==> src/rtl/core_if_inst_queue.sv <==
// Fetch-side instruction queue between IF and decode.
// Circular buffer with flush and optional empty-queue bypass.
module core_if_inst_queue #(
  parameter int DEPTH  = 4,
  parameter int INST_W = 32,
  parameter int PC_W   = 32,
  parameter int BYPASS = 0
) (
  input  logic                       clk,
  input  logic                       rst_n,
  input  logic                       valid_in,
  output logic                       ready_in,
  input  logic [INST_W-1:0]          i_inst,
  input  logic [PC_W-1:0]            i_pc,
  input  logic                       i_branch_predict,
  output logic                       valid_out,
  input  logic                       ready_out,
  output logic [INST_W-1:0]          o_inst,
  output logic [PC_W-1:0]            o_pc,
  output logic                       o_branch_predict,
  input  logic                       i_pipe_flush_req,
  output logic [$clog2(DEPTH+1)-1:0] o_count
);

  localparam int PTR_W = $clog2(DEPTH);
  localparam int CNT_W = $clog2(DEPTH+1);

  logic [INST_W-1:0] inst_mem [DEPTH];
  logic [PC_W-1:0]   pc_mem   [DEPTH];
  logic              bp_mem   [DEPTH];

  logic [PTR_W-1:0] wr_ptr;
  logic [PTR_W-1:0] rd_ptr;
  logic [CNT_W-1:0] count;

  logic empty;
  logic full;
  logic byp_path;
  logic push;
  logic pop;
  logic byp_take;
  logic wr_en;
  logic rd_en;

  assign empty    = (count == '0);
  assign full     = (count == CNT_W'(DEPTH));
  assign byp_path = (BYPASS != 0) && empty;

  assign ready_in = ~full & ~i_pipe_flush_req;

  // Head selection: empty bypass forwards the live input.
  always_comb begin
    valid_out        = ~empty & ~i_pipe_flush_req;
    o_inst           = inst_mem[rd_ptr];
    o_pc             = pc_mem[rd_ptr];
    o_branch_predict = bp_mem[rd_ptr];
    if (byp_path) begin
      valid_out        = valid_in & ~i_pipe_flush_req;
      o_inst           = i_inst;
      o_pc             = i_pc;
      o_branch_predict = i_branch_predict;
    end
  end

  assign push     = valid_in & ready_in;
  assign pop      = valid_out & ready_out;
  // A bypassed entry is consumed in flight and never stored.
  assign byp_take = byp_path & pop;
  assign wr_en    = push & ~byp_take;
  assign rd_en    = pop & ~byp_take;

  // Storage write; contents need no reset.
  always_ff @(posedge clk) begin
    if (wr_en) begin
      inst_mem[wr_ptr] <= i_inst;
      pc_mem[wr_ptr]   <= i_pc;
      bp_mem[wr_ptr]   <= i_branch_predict;
    end
  end

  // Pointers and occupancy; reset and flush both empty the queue.
  always_ff @(posedge clk) begin
    if (!rst_n || i_pipe_flush_req) begin
      wr_ptr <= '0;
      rd_ptr <= '0;
      count  <= '0;
    end else begin
      if (wr_en) wr_ptr <= wr_ptr + PTR_W'(1);
      if (rd_en) rd_ptr <= rd_ptr + PTR_W'(1);
      if (wr_en && !rd_en)
        count <= count + CNT_W'(1);
      else if (!wr_en && rd_en)
        count <= count - CNT_W'(1);
    end
  end

  assign o_count = count;

endmodule

==> config.mk <==
export PLATFORM = sky130hd
export DESIGN_NAME = core_if_inst_queue
export DESIGN_NICKNAME = d
export VERILOG_FILES = /design/src/rtl/core_if_inst_queue.sv
export SDC_FILE = /design/constraint.sdc
export NUM_CORES = 1
export LEC_CHECK = 0
export CORE_MARGIN = 2
export CORE_UTILIZATION = 58
export DETAILED_ROUTE_END_ITERATION = 8
export PLACE_DENSITY = 0.89
export SLEW_MARGIN = 20
export SYNTH_ARGS = -nofsm -noshare
export SYNTH_HDL_FRONTEND = slang
export SYNTH_SLANG_ARGS = --single-unit
==> constraint.sdc <==
create_clock -name clk -period 8.2 [get_ports clk]
set_clock_uncertainty 0.15 [all_clocks]
set_input_delay 1.23 -clock clk [delete_from_list [all_inputs] [get_ports clk]]
set_output_delay 1.23 -clock clk [all_outputs]
set_load 0.02 [all_outputs]
==> results.sh <==
export IMPL_wl_met1_um=7400
export IMPL_top_layer="met4"
export IMPL_endpoint="o_inst[12]"
export IMPL_power_density_nw_per_um2=229
export IMPL_fmaxAchievable_mhz=222
export IMPL_area_growth_pct=24.1
export IMPL_synthCells=394
export IMPL_yosysUniqueCellTypes=29
export IMPL_met2_length_um=9030
export IMPL_r2r_slack_ns=5.63
export IMPL_ff2ff_path_depth=9
export IMPL_r2r_start="o_count[0]"
export IMPL_r2r_end="o_count[2]"
export IMPL_seq_area_um2=8000
export IMPL_die_y_um=134
export IMPL_num_vias=4480
export IMPL_clock_sinks=269
export IMPL_fin_crit_ns=4.50
export IMPL_dp_cells=739
export IMPL_grt_overflow_total=0
export IMPL_synth_top_cells_by_count="260 x edfxtp_1, 65 x mux4_2, 9 x dfxtp_1"
export IMPL_fin_nets=622
export IMPL_synth_top_area_share_pct=79.1
export IMPL_clkTransAtPathRegs_ns=0.06
export IMPL_wl_um=17700
export IMPL_ant_nets=0
export IMPL_grt_pass1_vias=4755
export IMPL_drv_slew=0
export IMPL_ys_ff_latch=269
export IMPL_multi_input_area_um2=1790
export IMPL_instances_no_fill=784
export IMPL_critPathMaxFanout=41
export IMPL_dieArea_um2=18100
export IMPL_netlist_top_cells_area="edfxtp_1 79%, mux4_2 15%, dfxtp_1 1.8%"
export IMPL_drt_pass1_iterations=6
export IMPL_n_antenna_cell=0
export IMPL_h_tree_depth=1
export IMPL_syn_nets=470
export IMPL_clock_latency_ns=0.50
export IMPL_grt_use_total_pct=19.7
export IMPL_synth_edf_count=260
export IMPL_power_leakage_nw=3.84
export IMPL_root_buffer="clkbuf_16"
export IMPL_cts_resized=0
export IMPL_drive_gt1_share_pct=19.5
export IMPL_postCtsHoldBufs=0
export IMPL_synth_most_common_cell="edfxtp_1"
export IMPL_fillers=929
export IMPL_grt_start_max_net_pins=66
export IMPL_core_area_um2=16600
export IMPL_initial_core_util_pct=59.5
export IMPL_max_slew_margin_pct=32.7
export IMPL_cts_buffers=25
export IMPL_max_vdd_ir_drop_mv=0.203
export IMPL_yosys_warnings=0
export IMPL_setup_tns_ns=0
export IMPL_required_ns=6.82
export IMPL_drt_initial_drc_count=314
export IMPL_rows=47
export IMPL_finalHoldViolCount=0
export IMPL_crit_type="register to output port"
export IMPL_vias_per_cell=5.71
export IMPL_fin_crit_sh_pct=54.9
export IMPL_wl_met3_um=980
export IMPL_async_reset_ff_share_pct=0
export IMPL_status="finished clean"
export IMPL_dp_final_hpwl_um=10200
export IMPL_tightestPinTransition_ns=1.01
export IMPL_antenna_found_initial=0
export IMPL_clockBufferDepth=3
export IMPL_worstSetupStartpointType="register"
export IMPL_yosysTopAreaCell="edfxtp_1"
export IMPL_io_pin_count=140
export IMPL_portBuffers=139
export IMPL_arrival_ns=3.12
export IMPL_syn_avg_cell_area_um2=25.1
export IMPL_endpoint_kind="output port"
export IMPL_power_mw=2.80
export IMPL_grt_first_pass_wirelength_um=26900
export IMPL_die_w_um=134
export IMPL_synth_ff_type="edfxtp_1"
export IMPL_setup_violations_final=0
export IMPL_cts_tree="yes"
export IMPL_drv_cap=0
export IMPL_cts_setup_buffers=0
export IMPL_netlist_area_um2=9870
export IMPL_min_path_type="register to register"
export IMPL_route_detailed_wl_per_inst_um=22.5
export IMPL_drc_errors=0
export IMPL_rsz0062_at_grt="false"
export IMPL_place_gp_congestion=0.742
export IMPL_seq_area_frac_synth_pct=80.9
report_power, final:
part / switching (mW) / internal [mW] / total [mW]
Combinational: 0.0759 / 0.0838 / 0.160
Clock: 0.454 / 0.651 / 1.11
Sequential: 0.00752 / 1.53 / 1.54
Total: 0.538 / 2.26 / 2.80
metrics by stage:
step	setup WS, ns	hold slack [ns]	area [um2]	util (%)
after CTS	3.55	0.331	12300	73.9
after global placement	4.14	0.314	11500	69.1
final	3.70	0.331	12300	73.9
after detailed placement	4.11	0.322	11500	69.1
after floorplan	4.49	0.309	9870	-
after global routing	3.41	0.399	12300	73.9
cells by family after synthesis:
group           share of synthesized area, %
compound gates                         0.406
xor+xnor                               0.177
fa+ha+maj                              0.836
buf+inv                                 1.20
flops                                   80.9
mux                                     15.0
simple gates                            1.44
flip-flops by register name, indices dropped and copies added, names as in the netlist, named ones only:
register  flops
o_count       3
pc_mem      128
wr_ptr        2
inst_mem    128
rd_ptr        2
bp_mem        4
how the worst min path moves through the flow:
stage                         start         to  slack, ns  depth (start not counted)
final                     rd_ptr[1]   register       0.33                          2
after global routing      wr_ptr[1]  wr_ptr[1]       0.40                          2
after CTS                 rd_ptr[1]   register       0.33                          2
after detailed placement  rd_ptr[1]   register       0.32                          2
after global placement    rd_ptr[1]   register       0.31                          2
after floorplan           rd_ptr[1]   register       0.31                          2
critical path, stage by stage, from the launching register on:
cell and delay, ns:
dfxtp_4 0.67, buf_4 0.74, mux4_2 0.63, clkdlybuf4s50_1 0.55
area by class of cell:
class,count,share of cell area [%]
sequential,269,65.2
multi-input combinational,107,14.6
timing repair buffer,140,11.4
clock buffer,29,5.23
tap,220,2.25
clock inverter,16,1.21
inverter,3,0.0919
layout by cell type (no fill, tap or decap), types with 2 or more instances in the layout:
cell / count
a21oi_1: 3
and3_4: 4
bufinv_16: 3
clkbuf_1: 4
clkbuf_16: 25
clkdlybuf4s50_1: 139
clkinv_1: 5
clkinv_2: 8
dfxtp_1: 7
dfxtp_4: 2
edfxtp_1: 260
ha_1: 5
inv_1: 3
mux2i_1: 2
mux4_2: 65
nand2_1: 5
nand2b_1: 2
nor2_1: 3
nor2b_1: 3
o21ai_0: 2
xor2_1: 2
metal layers:
layer / up-vias / GRT usage, %
met5: - / 0
met4: 0 / 4.74
met3: 23 / 3.27
met2: 153 / 32.6
met1: 2317 / 28.3
li1: 1987 / -
Power figures use the tool's default switching activity.
